==> src/rtl/multicycle_control.sv <==
// Multicycle CPU control unit: a Moore FSM that sequences fetch, decode,
// execute, memory and write-back steps for a small 6-bit-opcode ISA.
//
// Ports:
//   clk          - clock, all state changes on the rising edge
//   reset        - synchronous active-low reset
//   opcode       - IR[31:26]
//   zero         - ALU zero flag (the datapath gates the branch PC write)
//   PCWrite, PCWriteCond, IRWrite, DMEMWrite, RegWrite, ALUSrcA, RegReadSel
//                - 1-bit datapath controls (RegReadSel: 0 = R3, 1 = R1)
//   MemtoReg, ALUSrcB, PCSource (2 bits), ALUSel (4 bits) - datapath selects
//   state        - current state encoding, for debug
//   halted       - high while in HALT
//   illegal_op   - sticky, set when an unlisted opcode is decoded
module multicycle_control (
  input  logic       clk,
  input  logic       reset,
  input  logic [5:0] opcode,
  input  logic       zero,
  output logic       PCWrite,
  output logic       PCWriteCond,
  output logic       IRWrite,
  output logic       DMEMWrite,
  output logic       RegWrite,
  output logic       ALUSrcA,
  output logic       RegReadSel,
  output logic [1:0] MemtoReg,
  output logic [1:0] ALUSrcB,
  output logic [1:0] PCSource,
  output logic [3:0] ALUSel,
  output logic [3:0] state,
  output logic       halted,
  output logic       illegal_op
);

  localparam logic [5:0] OpNop  = 6'h00;
  localparam logic [5:0] OpAdd  = 6'h01;
  localparam logic [5:0] OpSub  = 6'h02;
  localparam logic [5:0] OpAnd  = 6'h03;
  localparam logic [5:0] OpOr   = 6'h04;
  localparam logic [5:0] OpAddi = 6'h05;
  localparam logic [5:0] OpAndi = 6'h06;
  localparam logic [5:0] OpLli  = 6'h07;
  localparam logic [5:0] OpLui  = 6'h08;
  localparam logic [5:0] OpLwi  = 6'h09;
  localparam logic [5:0] OpSwi  = 6'h0A;
  localparam logic [5:0] OpBeq  = 6'h0B;
  localparam logic [5:0] OpJmp  = 6'h0C;
  localparam logic [5:0] OpHalt = 6'h3F;

  typedef enum logic [3:0] {
    StFetch  = 4'd0,
    StDecode = 4'd1,
    StExecR  = 4'd2,
    StExecI  = 4'd3,
    StAluWb  = 4'd4,
    StImmWb  = 4'd5,
    StMemRd  = 4'd6,
    StMemWb  = 4'd7,
    StMemWr  = 4'd8,
    StBranch = 4'd9,
    StJump   = 4'd10,
    StHalt   = 4'd11
  } state_e;

  state_e state_q, state_d;
  logic   illegal_q, illegal_d;

  // The branch condition is applied by the datapath, not here.
  logic unused_zero;
  assign unused_zero = zero;

  always_ff @(posedge clk) begin
    if (!reset) begin
      state_q   <= StFetch;
      illegal_q <= 1'b0;
    end else begin
      state_q   <= state_d;
      illegal_q <= illegal_d;
    end
  end

  always_comb begin
    state_d     = StFetch;
    illegal_d   = illegal_q;
    PCWrite     = 1'b0;
    PCWriteCond = 1'b0;
    IRWrite     = 1'b0;
    DMEMWrite   = 1'b0;
    RegWrite    = 1'b0;
    ALUSrcA     = 1'b0;
    MemtoReg    = 2'b00;
    ALUSrcB     = 2'b00;
    PCSource    = 2'b00;
    ALUSel      = 4'b0000;
    halted      = 1'b0;

    // Immediate-load, store and branch read R1 instead of R3. In FETCH the IR
    // is still being loaded, so the selector is held at 0 there.
    RegReadSel = (state_q != StFetch) &&
                 ((opcode == OpLli) || (opcode == OpLui) ||
                  (opcode == OpSwi) || (opcode == OpBeq));

    case (state_q)
      StFetch: begin
        IRWrite = 1'b1;
        PCWrite = 1'b1;
        ALUSrcB = 2'b01;
        state_d = StDecode;
      end
      StDecode: begin
        case (opcode)
          OpAdd, OpSub, OpAnd, OpOr: state_d = StExecR;
          OpAddi, OpAndi:            state_d = StExecI;
          OpLli, OpLui:              state_d = StImmWb;
          OpLwi:                     state_d = StMemRd;
          OpSwi:                     state_d = StMemWr;
          OpBeq:                     state_d = StBranch;
          OpJmp:                     state_d = StJump;
          OpHalt:                    state_d = StHalt;
          OpNop:                     state_d = StFetch;
          default: begin
            state_d   = StFetch;
            illegal_d = 1'b1;
          end
        endcase
      end
      StExecR: begin
        ALUSrcA = 1'b1;
        case (opcode)
          OpSub:   ALUSel = 4'b0001;
          OpAnd:   ALUSel = 4'b0010;
          OpOr:    ALUSel = 4'b0011;
          default: ALUSel = 4'b0000;
        endcase
        state_d = StAluWb;
      end
      StExecI: begin
        ALUSrcA = 1'b1;
        if (opcode == OpAndi) begin
          ALUSrcB = 2'b11;
          ALUSel  = 4'b0010;
        end else begin
          ALUSrcB = 2'b10;
        end
        state_d = StAluWb;
      end
      StAluWb: begin
        RegWrite = 1'b1;
        state_d  = StFetch;
      end
      StImmWb: begin
        RegWrite = 1'b1;
        MemtoReg = (opcode == OpLui) ? 2'b11 : 2'b10;
        state_d  = StFetch;
      end
      StMemRd: begin
        // MDR captures DMem[imm] this cycle.
        state_d = StMemWb;
      end
      StMemWb: begin
        RegWrite = 1'b1;
        MemtoReg = 2'b01;
        state_d  = StFetch;
      end
      StMemWr: begin
        DMEMWrite = 1'b1;
        state_d   = StFetch;
      end
      StBranch: begin
        ALUSrcA     = 1'b1;
        ALUSel      = 4'b0001;
        PCWriteCond = 1'b1;
        PCSource    = 2'b10;
        state_d     = StFetch;
      end
      StJump: begin
        PCWrite  = 1'b1;
        PCSource = 2'b10;
        state_d  = StFetch;
      end
      StHalt: begin
        halted  = 1'b1;
        state_d = StHalt;
      end
      default: state_d = StFetch;
    endcase
  end

  assign state      = state_q;
  assign illegal_op = illegal_q;

endmodule

==> config.mk <==
export PLATFORM = sky130hd
export DESIGN_NAME = multicycle_control
export DESIGN_NICKNAME = d
export VERILOG_FILES = /design/src/rtl/multicycle_control.sv
export SDC_FILE = /design/constraint.sdc
export NUM_CORES = 1
export LEC_CHECK = 0
export ABC_AREA = 1
export CAP_MARGIN = 10
export CORE_UTILIZATION = 39
export DETAILED_ROUTE_END_ITERATION = 8
export GPL_ROUTABILITY_DRIVEN = 0
export PLACE_DENSITY = 0.81
export SETUP_SLACK_MARGIN = 0.05
export SKIP_CTS_REPAIR_TIMING = 1
export SLEW_MARGIN = 20
export SYNTH_ARGS = -nofsm -noshare
export SYNTH_HDL_FRONTEND = slang
export SYNTH_SLANG_ARGS = --single-unit
==> constraint.sdc <==
create_clock -name clk -period 1.25 [get_ports clk]
set_input_delay 0.25 -clock clk [delete_from_list [all_inputs] [get_ports clk]]
set_output_delay 0.25 -clock clk [all_outputs]
set_load 0.03 [all_outputs]
After elaboration in Yosys (flattened, before gate mapping)
Cells that the tools add are included.
Storage, ports and cells
  flip-flop bits (word level): 5
  RAM bits: 0
  memories: 0
  bits in read-only memories: 0
  latch bits: 0
  output and inout port bits: 23
  bits of input ports: 9
Cells by class
  eq/ne operators: 24
  divide/modulo/power cells: 0
  shift-type cells: 0
  add/sub/neg operators: 0
  multipliers: 0
  reduce and logical (&&, ||, !) cells: 17
  $lt $le $gt $ge: 0
  mux-type cells: 17
  bitwise operators: 1
Operators by type and width (number)
  4-bit case mux with 8 select lines: 1
  6-bit by 4-bit equality test with 1-bit output, second input constant: 5
  6-bit by 3-bit equality test with 1-bit output, second input constant: 4
  4-bit case mux with 5 select lines: 1
  4-bit by 3-bit equality test with 1-bit output, second input constant: 4
  4-bit equality test, second input constant: 4
  14-bit OR reduction: 1
  6-bit by 2-bit equality test with 1-bit output, second input constant: 2
  2-bit case mux with 3 select lines: 2
  2-bit OR reduction: 5
  1-bit two-way mux: 9
  4-bit by 2-bit equality test with 1-bit output, second input constant: 2
  2-bit case mux with 2 select lines: 2
  6-bit by 1-bit equality test with 1-bit output, second input constant: 1
  6-bit equality test, second input constant: 1
  6-bit zero test: 1
  3-bit OR reduction: 2
  4-bit by 1-bit equality test with 1-bit output, second input constant: 1
  4-bit zero test: 1
  2-bit two-way mux: 2
  4-bit nonzero test: 1
  4-bit OR reduction: 1
  1-bit logical OR: 3
  2-bit AND reduction: 1
  2 further kinds: 2

Depth between registers and ports, before layout
Gate-level depths: netlist of run 1.
  depth after elaboration: 5
  mapped depth: 9
  depth with buffers taken out: 9

Worst setup path before layout of run 1
No wires, ideal clock.
  kind: register -> output
  start: reg state_q[3] (netlist: state[3])
  end: out ALUSel[0]
  data required time: 1.000 ns
  cell stages (with the launch flop): 7
  slack: -0.750 ns
  arrival: 1.750 ns
  cells stage by stage: dfxtp_1 inv_1 nor2_1 inv_1 nor2_1 inv_1 o21ai_0
Between the ends
  longest elaborated chain between the ends: 2
Ends and longest elaborated chain
  start, declared: line 66  | state_e state_q, state_d;
  start signal, assigned: line 75  | state_q <= StFetch;
  start signal, assigned: line 78  | state_q <= state_d;
  4-bit equality test / 4-bit by 2-bit equality test with 1-bit output (equally long branches): line 104  | case (state_q)
  2-bit case mux with 3 select lines *: line 104
  end, declared: line 30  | output logic [3:0] ALUSel,
Every way passes the cells marked *; elsewhere a longest branch is shown, timed or not.

Final worst setup path of run 1
  start: reg state_q[0] (netlist: state[0])
  end: out RegReadSel
Between the ends
  longest elaborated chain between the ends: 2
Ends and longest elaborated chain
  4-bit nonzero test: line 100  | RegReadSel = (state_q != StFetch) &&
  1-bit logical AND: line 100
  end, declared: line 26  | output logic RegReadSel,
No other way between the ends.

==> results of run 1 <==
-- path summary, 6_finish.rpt --
check | start | end | depth (start not counted)
min reg2reg | illegal_op | illegal_op | 2
min | illegal_op | illegal_op | 2
max reg2reg | state[2] | illegal_op | 10
max | state[0] | RegReadSel | 7
-- per-stage QoR --
stage | total power [mW] | setup TNS (ps) | instances | instance area, sq um | hold WS, ps
floorplan | 0.3658 | -374.9 | 123 | 794.5 | 422.6
global placement | 0.4861 | -4682 | 187 | 1189 | 461.2
detailed placement | 0.4939 | -5023 | 187 | 1189 | 465.7
CTS | 0.6860 | -5707 | 191 | 1215 | 494.3
global route | 0.7989 | -4326 | 198 | 1404 | 555.0
finish | 0.7581 | -3436 | 198 | 1404 | 510.6
-- per-layer routing --
metal | up-vias | global-route usage (%) | wire (microns)
li1 | 496 | - | -
met1 | 506 | 31.58 | 1157
met2 | 79 | 46.25 | 1627
met3 | 23 | 6.466 | 277
met4 | 0 | 5.625 | 169
met5 | - | 0 | 0
-- layout by cell type, fill, tap and decap left out, types with 4 or more instances in the layout --
cell / Yosys / final
inv_2: 3 / 6
nand2_2: 2 / 9
nor2_2: 1 / 9
buf_6: 1 / 15
nand3_2: 1 / 4
buf_4: 3 / 37
clkbuf_2: 0 / 5
nand3_1: 14 / 8
inv_1: 18 / 11
nor2_4: 2 / 9
a21oi_2: 1 / 4
nand2_1: 25 / 14
nor2_1: 29 / 14
dfxtp_4: 0 / 4
-- cell type report --
| type | count | area [sq um] | area share, % |
|---|---|---|---|
| clock buffer | 4 | 26.28 | 1.872 |
| inverter | 21 | 96.34 | 6.863 |
| multi-input combinational | 93 | 651.9 | 46.43 |
| sequential | 5 | 115.1 | 8.200 |
| tap | 16 | 20.02 | 1.426 |
| timing repair buffer | 59 | 494.2 | 35.20 |
-- state kept, by name (all words and copies together) (netlist names) --
| name | count |
|---|---|
| state | 4 |
| illegal_op | 1 |
-- critical path, delay by kind of cell, from the launching register on --
family / cells / cell delay [ps]
flops: 1 / 370
buf+inv: 4 / 350
simple gates: 2 / 240
compound gates: 1 / 70
-- synth_stat cells --
master and n:
dfxtp_1 5, nand2_2 2, conb_1 1, a21oi_2 1, a21oi_1 6, nand3_1 14
nand3_2 1, buf_6 1, nor2_1 29, nor2_4 2, o21ai_0 4, buf_4 3
nor2_2 1, nand2_1 25, nor3_1 1, nand3b_1 1, inv_1 18, o21ai_1 3
inv_2 3
-- power groups by stage --
stage               logic (mW)  registers [mW]  clock network (mW)
finish                   0.388           0.178               0.191
global route             0.408           0.179               0.212
CTS                      0.318           0.175               0.193
detailed placement       0.316           0.178                   0
global placement         0.309           0.177                   0
floorplan                0.172           0.194                   0
-- kinds of logic (layout without fill, tap and decap cells) --
group                  count (synthesis)  in the layout  share of synthesized area, %
AND/OR/NAND/NOR                       76             76                         53.69
flip-flops                             5              5                         15.97
AO/OA/AOI/OAI                         14             14                         11.78
other                                  1              3                        0.5982
buffers and inverters                 25             84                         17.96
==> flow_summary_export.csv, run 1 <==
group,metric,value,unit
critical_path,cp_slowest_cell,"dfxtp_4",
final_layout,fill_cells,58,
critical_path,max_stage_delay,370,ps
synth,avgSynthCellArea,5.181,sq um
placed_design,port_buffers,27,
synth,synth_cell_types,19,
synth,synthTopCellsByArea,"nor2_1, dfxtp_1, nand2_1, nand3_1, inv_1",
critical_path,arrival,1290,ps
placed_design,dp_hpwl,1.810,mm
routing,drc,0,
power_and_ir_drop,clkPwrFrac,25.3,%
power_and_ir_drop,seqPwrFrac,23.5,%
final_layout,final_core_util,93.19,%
grt,first_global_vias,894,
final_layout,nNetsFinal,192,
synth,synth_top_area_cell,"nor2_1",
die,die_w,42.09,microns
grt,grt-ovfl-total,0,
final_layout,drive_above_1_share,65.93,%
power_and_ir_drop,p_sw,317.7,uW
sta,setup_viol,17,
grt,grt_usage,26.02,%
synth,synth-seq-area-share,15.97,%
grt,antenna_found_initial,0,
critical_path,timing.reg2reg.setup_slack,-40,ps
critical_path,cp-start-kind,"register",
power_and_ir_drop,powerDensity,540.0,mW/mm^2
sta,fin_skew,11.50,ps
critical_path,crit_chain,"nor2_1 > inv_1 > nor2_4 > inv_4 > o21ai_2 > inv_2 > buf_6",
status,violations,"setup timing",
sta,period_share,123.0,%
routing,postRouteWirelength,3.232,mm
synth,yosysWarningCount,0,
worst_hold_path,hp-class,"reg2reg",
clock_network,clock-sinks,5,
routing,wl_per_cell,16.32,microns
grt,grt_max_degree,13,
routing,drtIter0Drc,41,
routing,drt_first_pass_iters,4,
clock_network,root_buffer,"clkbuf_4",
placed_design,dp_slack,-608.6,ps
power_and_ir_drop,p_int,440.4,uW
synth,ys_ff_latch,5,
status,run_status,"finished with violations",
routing,drtAntennaViolNets,0,
critical_path,crit_path_end_kind,"output pin",
die,start_util,41.61,%
die,num_io_pins,32,
sta,finalHoldViolations,0,
sta,fmax,650.3,MHz
sta,period_needed,1538,ps
power_and_ir_drop,power.share.switching,41.91,%
power_and_ir_drop,ir_worst_vdd,0.9317,mV
clock_network,cts_tree,"done",
synth,syn_area,626.9,sq um
critical_path,worstPathRequired,1000,ps
final_layout,n_antenna_cell,0,
clock_network,clkLatencyLatePin,250,ps
die,die_area,0.001772,sq mm
power_and_ir_drop,pwr-share-comb,51.2,%
critical_path,path_class,"reg2out",
synth,yosysTopAreaCellShare,17.37,%
routing,vias,1104,
sta,fin_ws,-287.7,ps
job,drv_cap,0,
critical_path,worstPathMaxFanout,6,
final_layout,syn_to_final_growth,124.0,%
power_and_ir_drop,leakage,0.6913,nW
routing,routed_via_density,5.576,
clock_network,max-clock-path-buffers,2,
die,fp.coreArea,0.001506,sq mm
clock_network,clk_pin_slew,50,ps
sta,rsz0062_at_grt,"yes",
die,num_rows,14,
clock_network,htree_levels,1,
clock_network,cts_buffers,3,
die,die_y,42.09,microns
synth,syn_inst,121,
grt,grt_first_pass_wirelength,3.594,mm
sta,slew_viol_final,0,
(Power assumes the default switching activity.)
==> run 2, diff against run 1 <==
--- a/config.mk
+++ b/config.mk
@@ -7,13 +7,13 @@
 export LEC_CHECK = 0
 export ABC_AREA = 1
 export CAP_MARGIN = 10
-export CORE_UTILIZATION = 39
+export CORE_UTILIZATION = 42
 export DETAILED_ROUTE_END_ITERATION = 8
 export GPL_ROUTABILITY_DRIVEN = 0
-export PLACE_DENSITY = 0.81
+export PLACE_DENSITY = 0.86
 export SETUP_SLACK_MARGIN = 0.05
 export SKIP_CTS_REPAIR_TIMING = 1
-export SLEW_MARGIN = 20
+export SLEW_MARGIN = 0
 export SYNTH_ARGS = -nofsm -noshare
 export SYNTH_HDL_FRONTEND = slang
 export SYNTH_SLANG_ARGS = --single-unit
==> constraint.sdc (replaced) <==
create_clock -name clk -period 1.85 [get_ports clk]
set_input_delay 0.37 -clock clk [delete_from_list [all_inputs] [get_ports clk]]
set_output_delay 0.37 -clock clk [all_outputs]
set_load 0.03 [all_outputs]
==> run 2 against run 1 <==
  * The flow now finishes without violations
  * Core utilization is 6.2 points lower
  * Final cell count is 5.1% lower
  * Global-route usage is 0.97 points lower
  * Flip-flop and latch count stayed put
  * Die area is 6.8% lower
  * Clock-buffer cell count stayed put
  * Non-clock buffer count is 9 lower
  * Via count is 10% lower
  * Final area is 16% lower
  * Sequential share of layout area is 0.64 points higher
  * Critical path depth is 1 lower
  * Hold slack worse by 11 ps
  * Largest cell class is now buffers
  * Highest routed layer unchanged
==> flow_summary_export.csv, run 2 (synthesis gave the netlist of run 1 again) <==
group,metric,value,unit
sta,period_needed,1779,ps
die,die_w,40.63,microns
grt,antenna_found_initial,0,
grt,grt_max_degree,14,
critical_path,worstPathRequired,1480,ps
final_layout,register_area,103.9,sq um
die,num_io_pins,32,
clock_network,clk_pin_slew,40,ps
worst_hold_path,hold_start,"illegal_op",
critical_path,timing.reg2reg.setup_slack,420,ps
die,die_y,40.63,microns
clock_network,clkLatencyLatePin,230,ps
job,drv_cap,0,
final_layout,largest_register_ffs,4,
routing,postRouteWirelength,2.433,mm
sta,setup_tns,0,ps
routing,drt_first_pass_iters,4,
final_layout,layout_common_cells,"buf_4, nand2_1, nor2_1",
grt,grt_usage,25.06,%
routing,vias,989,
sta,rsz0062_at_grt,"yes",
final_layout,n_antenna_cell,0,
grt,first_global_vias,716,
clock_network,clock-sinks,5,
grt,grt-ovfl-total,0,
clock_network,max-clock-path-buffers,2,
grt,busiest_layer,"met2",
critical_path,worstPathMaxFanout,5,
grt,grt_first_pass_wirelength,2.849,mm
worst_hold_path,hp-class,"reg2reg",
die,num_rows,13,
clock_network,root_buffer,"clkbuf_4",
sta,slew_viol_final,0,
critical_path,startpoint,"state[1]",
critical_path,path_class,"reg2out",
placed_design,dp_slack,-223.2,ps
placed_design,dp_hpwl,1.630,mm
power_and_ir_drop,ir_worst_vdd,0.3972,mV
final_layout,nNetsFinal,183,
status,run_status,"finished clean",
final_layout,layout_commonest_cell,"buf_4",
power_and_ir_drop,powerDensity,385.7,mW/mm^2
final_layout,drive_above_1_share,32.37,%
final_layout,multi_input_area,462.9,sq um
critical_path,arrival,1410,ps
die,start_util,46.43,%
final_layout,syn_to_final_growth,87.43,%
clock_network,cts_buffers,3,
grt,use_met1,30.72,%
routing,routed_via_density,5.261,
die,fp.coreArea,0.001350,sq mm
critical_path,cp-start-kind,"register",
grt,grt_use_met3,0,%
critical_path,r2r_start,"state[3]",
sta,finalHoldViolations,0,
routing,wl_per_cell,12.94,microns
power_and_ir_drop,leakage,0.7567,nW
routing,drtIter0Drc,19,
die,die_area,0.001651,sq mm
clock_network,cts_tree,"done",
critical_path,crit_path_end_kind,"output pin",
sta,fin_ws,71.17,ps
sta,fin_skew,3.899,ps
placed_design,port_buffers,27,
sta,setup_viol,0,
clock_network,htree_levels,1,
grt,use_met2,48.41,%
routing,drtAntennaViolNets,0,
sta,fmax,562.2,MHz
sta,period_share,96.15,%
routing,drc,0,
final_layout,fill_cells,76,
[run 2: cell count changes in the layout (fill, tap and decap cells not counted), moves of 6 or more]
cell	delta
dlymetal6s2s_1	+12
inv_1	+6
buf_4	-9
nand2_2	-7
nand2_1	+11
buf_6	-14
nor2_1	+8
[run 2: per-layer routing]
| layer | wire, microns | part of all wire, % | vias up |
|---|---|---|---|
| li1 | - | - | 473 |
| met1 | 1023 | 42 | 457 |
| met2 | 1214 | 50 | 49 |
| met3 | 122 | 5.0 | 10 |
| met4 | 72 | 3.0 | 0 |
| met5 | 0 | 0 | - |
[run 2: layout make-up]
| cell class | instances | area share [%] |
|---|---|---|
| clock buffer | 4 | 2.236 |
| inverter | 21 | 6.709 |
| multi-input combinational | 93 | 39.40 |
| tap | 15 | 1.597 |
| sequential | 5 | 8.839 |
| timing repair buffer | 50 | 41.21 |
[run 2: worst max-delay path, stage by stage, from the launching register on]
cell and delay [ps]:
dfxtp_4 370, inv_2 70, nor2_2 140, buf_4 140, nand3_1 120, o21ai_1 160
buf_4 170
[run 2: worst paths after layout]
check / to / cells after the start
min: illegal_op / 2
max: ALUSel[0] / 6
min reg2reg: illegal_op / 2
max reg2reg: illegal_op / 10
[run 2: where the power goes]
| group | switching (mW) | total [mW] | internal, mW |
|---|---|---|---|
| Clock | 0.0410 | 0.122 | 0.0813 |
| Sequential | 0.00755 | 0.120 | 0.113 |
| Combinational | 0.124 | 0.210 | 0.0860 |
[run 2: through the flow]
stage	cell area [sq um]	utilization (%)	hold slack, ps	power, mW	instances
2_1_floorplan	650.6	-	542.6	0.2335	123
4_1_cts	1082	80.17	497.0	0.4423	186
3_3_place_gp	1056	78.22	456.6	0.3115	182
5_1_grt	1175	87.02	513.6	0.4787	188
6_report	1175	87.02	499.4	0.4531	188
3_5_place_dp	1056	78.22	485.3	0.3161	182
